==> src/rtl/spi_rsp_pkg.sv <==
// Shared types and constants for the spi_slave_rsp SPI mode-0 responder.
package spi_rsp_pkg;

  localparam int unsigned BITS_PER_FRAME = 8;
  localparam int unsigned MIN_SCK_DIV    = 8;
  localparam int unsigned BitCntW        = $clog2(BITS_PER_FRAME + 1);

  typedef enum logic [0:0] {
    StIdle,
    StShift
  } state_e;

endpackage

==> src/rtl/spi_pin_sync.sv <==
// Multi-stage pin synchronizer with registered rise/fall pulses for one SPI pin.
module spi_pin_sync #(
  parameter int unsigned Stages   = 2,
  parameter logic        ResetVal = 1'b0
) (
  input  logic clk,
  input  logic rst_n,
  input  logic pin_i,
  output logic rise_o,
  output logic fall_o
);

  logic [Stages-1:0] sync_q;
  logic              prev_q;
  logic              rise_q;
  logic              fall_q;
  logic              sync_out;

  assign sync_out = sync_q[Stages-1];

  always_ff @(posedge clk or negedge rst_n) begin
    if (!rst_n) begin
      sync_q <= {Stages{ResetVal}};
      prev_q <= ResetVal;
      rise_q <= 1'b0;
      fall_q <= 1'b0;
    end else begin
      sync_q <= {sync_q[Stages-2:0], pin_i};
      prev_q <= sync_out;
      rise_q <= sync_out & ~prev_q;
      fall_q <= ~sync_out & prev_q;
    end
  end

  assign rise_o = rise_q;
  assign fall_o = fall_q;

endmodule

==> src/rtl/spi_slave_rsp.sv <==
// SPI mode-0 responder: oversampled pins, rx/tx bytes on valid/ready streams.
module spi_slave_rsp
  import spi_rsp_pkg::*;
#(
  parameter logic [7:0]  DUMMY_BYTE  = 8'hFF,
  parameter int unsigned SYNC_STAGES = 2
) (
  input  logic       clk,
  input  logic       rst_n,
  input  logic       spi_cs,
  input  logic       spi_clk,
  input  logic       spi_mosi,
  output logic       spi_miso,
  output logic       spi_miso_oe,
  output logic [7:0] rx_data,
  output logic       rx_valid,
  input  logic       rx_ready,
  input  logic [7:0] tx_data,
  input  logic       tx_valid,
  output logic       tx_ready,
  output logic       rx_overrun,
  output logic       tx_underrun,
  output logic       busy
);

  localparam logic [BitCntW-1:0] LastBit = BitCntW'(BITS_PER_FRAME - 1);
  localparam logic [BitCntW-1:0] FullCnt = BitCntW'(BITS_PER_FRAME);

  logic cs_rise, cs_fall, sck_rise, sck_fall;
  logic [SYNC_STAGES-1:0] mosi_q;
  logic                   mosi_sync;

  spi_pin_sync #(
    .Stages   (SYNC_STAGES),
    .ResetVal (1'b1)
  ) u_cs_sync (
    .clk    (clk),
    .rst_n  (rst_n),
    .pin_i  (spi_cs),
    .rise_o (cs_rise),
    .fall_o (cs_fall)
  );

  spi_pin_sync #(
    .Stages   (SYNC_STAGES),
    .ResetVal (1'b0)
  ) u_sck_sync (
    .clk    (clk),
    .rst_n  (rst_n),
    .pin_i  (spi_clk),
    .rise_o (sck_rise),
    .fall_o (sck_fall)
  );

  // mosi needs no edge detect; its one-cycle lead over the sck pulse is harmless
  always_ff @(posedge clk or negedge rst_n) begin
    if (!rst_n) mosi_q <= '0;
    else        mosi_q <= {mosi_q[SYNC_STAGES-2:0], spi_mosi};
  end
  assign mosi_sync = mosi_q[SYNC_STAGES-1];

  state_e state_q, state_d;

  always_ff @(posedge clk or negedge rst_n) begin
    if (!rst_n) state_q <= StIdle;
    else        state_q <= state_d;
  end

  always_comb begin
    state_d = state_q;
    unique case (state_q)
      StIdle:  if (cs_fall) state_d = StShift;
      StShift: if (cs_rise) state_d = StIdle;
      default: state_d = StIdle;
    endcase
  end

  always_comb begin
    spi_miso_oe = (state_q == StShift);
    busy        = (state_q == StShift);
  end

  logic [BitCntW-1:0] bitcnt_q, bitcnt_d;
  logic [7:0]         tx_shift_q, tx_shift_d;
  logic [7:0]         rx_shift_q, rx_shift_d;
  logic [7:0]         rx_data_q, rx_data_d;
  logic               rx_valid_q, rx_valid_d;
  logic               miso_q, miso_d;
  logic               tx_ready_q, tx_ready_d;
  logic               underrun_q, underrun_d;
  logic               overrun_q, overrun_d;
  logic               in_shift, do_load, do_shift, do_sample, do_abort;

  // cs rise wins over a coincident sck edge, so the closing edge never loads
  assign in_shift  = (state_q == StShift);
  assign do_abort  = in_shift & cs_rise;
  assign do_load   = ((state_q == StIdle) & cs_fall)
                   | (in_shift & ~cs_rise & sck_fall & (bitcnt_q == FullCnt));
  assign do_shift  = in_shift & ~cs_rise & sck_fall & (bitcnt_q != '0) & (bitcnt_q != FullCnt);
  assign do_sample = in_shift & ~cs_rise & sck_rise;

  always_comb begin
    bitcnt_d   = bitcnt_q;
    tx_shift_d = tx_shift_q;
    rx_shift_d = rx_shift_q;
    rx_data_d  = rx_data_q;
    rx_valid_d = rx_valid_q;
    miso_d     = miso_q;
    tx_ready_d = 1'b0;
    underrun_d = 1'b0;
    overrun_d  = 1'b0;

    if (rx_valid_q && rx_ready) rx_valid_d = 1'b0;

    if (do_load) begin
      tx_shift_d = tx_valid ? tx_data : DUMMY_BYTE;
      tx_ready_d = tx_valid;
      underrun_d = ~tx_valid;
      miso_d     = tx_shift_d[7];
      bitcnt_d   = '0;
    end else if (do_shift) begin
      tx_shift_d = {tx_shift_q[6:0], 1'b0};
      miso_d     = tx_shift_q[6];
    end

    if (do_sample) begin
      rx_shift_d = {rx_shift_q[6:0], mosi_sync};
      bitcnt_d   = bitcnt_q + BitCntW'(1);
      if (bitcnt_q == LastBit) begin
        if (!rx_valid_q || rx_ready) begin
          rx_data_d  = {rx_shift_q[6:0], mosi_sync};
          rx_valid_d = 1'b1;
        end else begin
          overrun_d = 1'b1;
        end
      end
    end

    if (do_abort) begin
      bitcnt_d = '0;
      miso_d   = 1'b1;
    end
  end

  always_ff @(posedge clk or negedge rst_n) begin
    if (!rst_n) begin
      bitcnt_q   <= '0;
      tx_shift_q <= '0;
      rx_shift_q <= '0;
      rx_data_q  <= '0;
      rx_valid_q <= 1'b0;
      miso_q     <= 1'b1;
      tx_ready_q <= 1'b0;
      underrun_q <= 1'b0;
      overrun_q  <= 1'b0;
    end else begin
      bitcnt_q   <= bitcnt_d;
      tx_shift_q <= tx_shift_d;
      rx_shift_q <= rx_shift_d;
      rx_data_q  <= rx_data_d;
      rx_valid_q <= rx_valid_d;
      miso_q     <= miso_d;
      tx_ready_q <= tx_ready_d;
      underrun_q <= underrun_d;
      overrun_q  <= overrun_d;
    end
  end

  assign spi_miso    = miso_q;
  assign rx_data     = rx_data_q;
  assign rx_valid    = rx_valid_q;
  assign tx_ready    = tx_ready_q;
  assign tx_underrun = underrun_q;
  assign rx_overrun  = overrun_q;

endmodule
==> config.mk <==
export PLATFORM = sky130hd
export DESIGN_NAME = spi_slave_rsp
export DESIGN_NICKNAME = d
export VERILOG_FILES = /design/src/rtl/spi_rsp_pkg.sv /design/src/rtl/spi_pin_sync.sv /design/src/rtl/spi_slave_rsp.sv
export SDC_FILE = /design/constraint.sdc
export NUM_CORES = 1
export LEC_CHECK = 0
export BUFFER_PORTS_ARGS = -buffer_cell sky130_fd_sc_hd__buf_2
export CAP_MARGIN = 25
export CORE_MARGIN = 2
export CORE_UTILIZATION = 30
export DETAILED_ROUTE_END_ITERATION = 7
export HOLD_SLACK_MARGIN = 0.1
export PLACE_DENSITY = 0.45
export SLEW_MARGIN = 40
export SYNTH_ARGS = -nofsm -noshare
export SYNTH_HDL_FRONTEND = slang
export SYNTH_SLANG_ARGS = --single-unit
==> constraint.sdc <==
create_clock -name clk -period 1.82 [get_ports clk]
set_input_delay 0.182 -clock clk [delete_from_list [all_inputs] [get_ports clk]]
set_output_delay 0.182 -clock clk [all_outputs]
set_load 0.01 [all_outputs]
==> impl_metrics.ini, run 1 <==
[power_and_ir_drop]
p_seq_frac = 0.561
p_sw_mw = 0.578
power_frac_clock = 0.279
peakVddDrop_v = 0.000300
intPower_mw = 1.60
powerDensity_mw_per_mm2 = 980
netSwitchingFraction = 0.265
pwr-share-comb = 0.160
p_leak_nw = 1.10

[placed_design]
place_ws_ns = 0.139
io_buffers = 29
dp_hpwl_um = 2400
place.gp.congestion = 0.739
post-place-cells = 262

[sta]
setup_tns_ns = 0
post-route-period-util = 0.940
tightest_slew_ns = 0.473
hold_violations = 0
maxSlewHeadroom = 0.684
finalCriticalPeriod_ns = 1.71
setup_ws_ns = 0.109
setup_viol = 0
rsz0062_at_grt = false
fin_hold_ws_ns = 0.195
final.setup_skew_ns = 0.00461
slew_viol_final = 0
max_freq_mhz = 585

[route]
drtIter0Drc = 49
routedWlPerCell_um = 12.5
drc_errors = 0
first_pass_iters = 4
vias_per_cell = 4.60
drt-total-wl_um = 3430
postRouteAntennaNets = 0
vias = 1260

[clocking]
clock_sinks = 44
root_buffer = clkbuf_8
cts.htree.levels = 2
ctsResizeCount = 0
postCtsSetupBuffers = 0
cts_tree = built
clockBufferDepth = 2
clk_pin_slew_worst_paths_ns = 0.07
clock_latency_ns = 0.29
hold_buffers = 4
numCtsBuffers = 5

[finish]
nets = 215
instances_no_fill = 274
layout-drive-gt1-share = 0.236
syn_to_final_growth_pct = 20.3
antennaDiodeCount = 0

[critical_path]
max_stage_delay_ns = 0.48
crit_arrival_ns = 1.89
end_kind = flop
crit_required_ns = 2.00
critPathMaxFanout = 10
crit_type = flop to flop
startpoint_type = flop
crit_path_cell_trace = buf_4 -> nand3b_4 -> o31ai_4 -> nand3b_1 -> a22o_1
reg2reg_slack_ns = 0.11
cp_slowest_cell = o31ai_4

[synth]
avgSynthCellArea_um2 = 11.5
synth_top_cell_by_area = dfrtp_1
syn_nets = 177
synthFlopType = dfrtp_1
synth.area.top_cells = dfrtp_1, dfstp_2, nand2_1, mux2_1, a22o_1
syn_inst = 160
syn-cell-area_mm2 = 0.00185
synth_edf_count = 0
synth_top_area_frac = 0.542
yosys_warnings = 0
async_reset_ff_frac = 1.00
synth.distinct_cells = 34
ys_seq_elements = 44
synth-seq-area-share = 0.599

[global_route]
grt_pass1_vias = 1249
grt_pass1_wl_um = 5740
track_usage = 0.113
antenna_found_initial = 0
grt_max_degree = 45
grt_overflow = 0

[floorplanning]
io_pins = 30
start_util = 0.312
die_w_um = 82.4
die_y_um = 82.4
rows = 28
core_area_mm2 = 0.00592
dieArea_mm2 = 0.00679

[job]
maxCapViolCount = 0

[run_status]
outcome = complete, no violations

[min_path]
hold_path_class = input pin to flop
path summary, 6_finish.rpt:
| path | startpoint | endpoint | cells after the start |
|---|---|---|---|
| worst max-delay path | busy | tx_shift_q[4] | 5 |
| worst min-delay path | rx_ready | rx_overrun | 3 |
| worst max register to register | busy | tx_shift_q[4] | 5 |
| worst min register to register | mosi_q[0] | mosi_q[1] | 0 |
| max in group asynchronous | rst_n | spi_miso | 3 |
| min in group asynchronous | rst_n | mosi_q[0] | 3 |
metrics by stage:
step | instance area [um2] | utilization | power [mW]
after floorplan | 1850 | - | 1.46
after global placement | 2090 | 0.353 | 1.57
after detailed placement | 2090 | 0.353 | 1.59
after CTS | 2220 | 0.375 | 2.22
after global routing | 2220 | 0.375 | 2.32
final | 2220 | 0.375 | 2.18
registers in the layout, summed over array words and instances (netlist names), 2 cells and up:
register           flops
u_cs_sync.sync_q       2
u_sck_sync.sync_q      2
tx_shift_q             7
rx_shift_q             7
mosi_q                 2
rx_data                8
bitcnt_q               4
layout make-up:
class,count,area [um2]
inverter,5,18.8
fill,605,3700
sequential,44,1110
timing repair buffer,39,243
tap,75,93.8
clock buffer,8,90.1
multi-input combinational,103,669
synthesized netlist by cell type (2+ instances only):
library cell,instances
dfrtp_1,40
a22o_1,7
and3b_1,2
buf_4,3
o21a_1,2
nand3b_1,7
nand2_1,27
nand2b_1,5
inv_1,5
a21oi_1,10
buf_2,2
ha_1,2
dfstp_2,4
nor2_1,3
nor2b_1,6
mux2_1,8
clkbuf_1,2
o21ai_0,9
cell usage in the layout (no fill, tap or decap):
cell type,Yosys,final
a211oi_1,1,1
a21o_1,1,1
a21oi_1,10,10
a221oi_1,1,1
a22o_1,7,7
a31oi_1,1,1
a32oi_1,1,1
and2_1,1,1
and3b_1,2,2
buf_12,0,1
buf_2,2,29
buf_4,3,5
clkbuf_1,2,2
clkbuf_8,0,6
dfrtp_1,40,40
dfstp_2,4,4
dlygate4sd3_1,0,4
ha_1,2,2
inv_1,5,5
mux2_1,8,8
nand2_1,27,27
nand2b_1,5,5
nand3_1,1,1
nand3b_1,7,7
nand3b_4,1,1
nand4_1,1,1
nor2_1,3,3
nor2b_1,6,6
nor3b_1,1,1
o211ai_1,1,1
o21a_1,2,2
o21ai_0,9,9
o21ai_1,1,1
o22ai_1,1,1
o31ai_1,1,1
o31ai_4,1,1
logic make-up after synthesis:
| kind of cell | Yosys count | share of synthesized area |
|---|---|---|
| AO/OA/AOI/OAI | 38 | 0.140 |
| adder cells (fa/ha/maj) | 2 | 0.0136 |
| buffers and inverters | 13 | 0.0380 |
| flip-flops | 44 | 0.599 |
| multiplexers | 8 | 0.0488 |
| AND/OR/NAND/NOR | 55 | 0.161 |
power groups by stage:
stage	sequential, mW	clock (mW)	combinational [mW]
after floorplan	1.22	0	0.247
after CTS	1.22	0.642	0.355
after global routing	1.24	0.677	0.398
after global placement	1.23	0	0.342
final	1.22	0.607	0.349
after detailed placement	1.24	0	0.346
metal layers:
metal  GRT usage  vias up  share of wire
met5           0        -              0
li1            -      623              -
met4      0.0450        0          0.012
met3      0.0293        5          0.049
met1       0.149      601           0.46
met2       0.176       31           0.48
critical path, delay by kind of cell (launching register included):
kind | cells | cell delay (ns)
AOI/OAI and AO/OA | 2 | 0.71
and+or+nand+nor | 2 | 0.30
DFF | 1 | 0.41
buffers and inverters | 1 | 0.18
(Power assumes the default switching activity.)
==> run 2: changes to the inputs <==
--- a/config.mk
+++ b/config.mk
@@ -6,12 +6,12 @@
 export NUM_CORES = 1
 export LEC_CHECK = 0
 export BUFFER_PORTS_ARGS = -buffer_cell sky130_fd_sc_hd__buf_2
-export CAP_MARGIN = 25
 export CORE_MARGIN = 2
 export CORE_UTILIZATION = 30
 export DETAILED_ROUTE_END_ITERATION = 7
 export HOLD_SLACK_MARGIN = 0.1
 export PLACE_DENSITY = 0.45
+export RECOVER_POWER = 100
 export SLEW_MARGIN = 40
 export SYNTH_ARGS = -nofsm -noshare
 export SYNTH_HDL_FRONTEND = slang
==> impl_metrics.ini, run 2 (synthesis gave the netlist of run 1 again) <==
[run_status]
outcome = complete, no violations

[floorplanning]
dieArea_mm2 = 0.00679
die_y_um = 82.4
io_pins = 30
start_util = 0.312
core_area_mm2 = 0.00592
rows = 28
die_w_um = 82.4

[clocking]
clockBufferDepth = 2
postCtsSetupBuffers = 0
clock_sinks = 44
clk_pin_slew_worst_paths_ns = 0.07
numCtsBuffers = 5
cts_tree = built
root_buffer = clkbuf_8
clock_latency_ns = 0.29
cts.htree.levels = 2

[route]
first_pass_iters = 4
drtIter0Drc = 60
vias = 1285
postRouteAntennaNets = 0
drt-total-wl_um = 3430
drc_errors = 0
vias_per_cell = 4.69
routedWlPerCell_um = 12.5

[finish]
layout_common_cells = dfrtp_1, nand2_1, clkbuf_1
fin_util = 0.369
nets = 215
fillers = 617
antennaDiodeCount = 0
syn_to_final_growth_pct = 18.4
largest_reg_flops = 8
layout_commonest_cell = dfrtp_1
instances_no_fill = 274
layout-drive-gt1-share = 0.156

[sta]
finalCriticalPeriod_ns = 1.72
setup_tns_ns = 0
slew_viol_final = 0
setup_viol = 0
maxSlewHeadroom = 0.311
max_freq_mhz = 583
hold_violations = 0
post-route-period-util = 0.942
final.setup_skew_ns = 0.00441
tightest_slew_ns = 1.03
rsz0062_at_grt = false

[power_and_ir_drop]
p_leak_nw = 1.03
peakVddDrop_v = 0.000298
powerDensity_mw_per_mm2 = 990

[global_route]
grt_max_degree = 45
grt_overflow = 0
grt_pass1_vias = 1249
grt_pass1_wl_um = 5740
track_usage = 0.113
antenna_found_initial = 0

[critical_path]
crit_arrival_ns = 1.89
worst-r2r-cell-count = 5
crit_path_cell_trace = buf_4 -> nand3b_4 -> o31ai_4 -> nand3b_1 -> a22o_1
path_buf_inv = 1
timing.rr.start = busy
crit_required_ns = 2.00
cp_slowest_cell = o31ai_4
end_kind = flop
startpoint_type = flop
critPathTopFamily = compound AO/OA/AOI/OAI gates
worst_r2r_endpoint = tx_shift_q[4]
reg2reg_slack_ns = 0.10
crit_type = flop to flop
max_stage_delay_ns = 0.49
critPathMaxFanout = 10

[min_path]
hold_path_startpoint = rx_ready
hold_path_class = input pin to flop
hold_end = rx_overrun
whs_path_depth = 3

[placed_design]
dp_hpwl_um = 2400
post-place-cells = 262
io_buffers = 29
place.gp.congestion = 0.739

[job]
maxCapViolCount = 0
run 2: changes by cell type in the layout (fill, tap and decap cells not counted), sizes merged:
cell and change:
clkbuf +16, buf -16
run 2: worst max-delay path by stage:
| stage | slack, ns | endpoint | depth (start not counted) | start |
|---|---|---|---|---|
| after floorplan | 0.25 | rx_data[0] | 6 | busy |
| after global placement | 0.18 | tx_shift_q[6] | 5 | busy |
| after detailed placement | 0.14 | tx_shift_q[4] | 6 | bitcnt_q[0] |
| after CTS | 0.11 | tx_shift_q[4] | 6 | bitcnt_q[0] |
| after global routing | 0.01 | tx_shift_q[4] | 5 | busy |
| final | 0.10 | tx_shift_q[4] | 5 | busy |
run 2: layer usage:
metal  track usage  vias up  wire (um)
li1              -      624          -
met1         0.149      608       1540
met2         0.176       48       1600
met3        0.0293        5        247
met4        0.0450        0         40
met5             0        -          0
run 2: report_power, final:
group / total (mW) / internal (mW) / switching (mW) / leakage [nW]
logic: 0.338 / 0.157 / 0.181 / 0.426
registers: 1.22 / 1.12 / 0.0985 / 0.560
clock network: 0.608 / 0.309 / 0.299 / 0.0455
total: 2.16 / 1.59 / 0.578 / 1.03
run 2: repair_timing:
| item | 4_1_cts | 5_1_grt |
|---|---|---|
| endpoints found under the hold margin | 43 | 0 |
| gates resized for setup | 0 | 0 |
| hold buffers | 4 | 0 |
| setup endpoints to repair | 0 | 0 |
run 2: worst register-to-register path, delay by kind of cell, from the launching register on:
kind	cells	cell delay (ns)
DFF	1	0.41
buffers and inverters	1	0.18
and+or+nand+nor	2	0.30
AOI/OAI and AO/OA	2	0.72
run 2: cell type report:
class / count / area [um2] / area share
Timing Repair Buffer: 39 / 208 / 0.0950
Sequential cell: 44 / 1110 / 0.506
Tap cell: 75 / 93.8 / 0.0429
Multi-Input combinational cell: 103 / 669 / 0.306
Clock buffer: 8 / 90.1 / 0.0412
Inverter: 5 / 18.8 / 0.00859
run 2: metrics by stage:
step                total power, mW  setup WS, ns  instance area [um2]  hold WS [ns]
detailed placement             1.59         0.139                 2090         0.178
finish                         2.16         0.105                 2190         0.196
CTS                            2.22         0.113                 2220         0.189
global route                   2.30        0.0144                 2190         0.206
global placement               1.57         0.181                 2090         0.173
floorplan                      1.46         0.254                 1850        -0.114
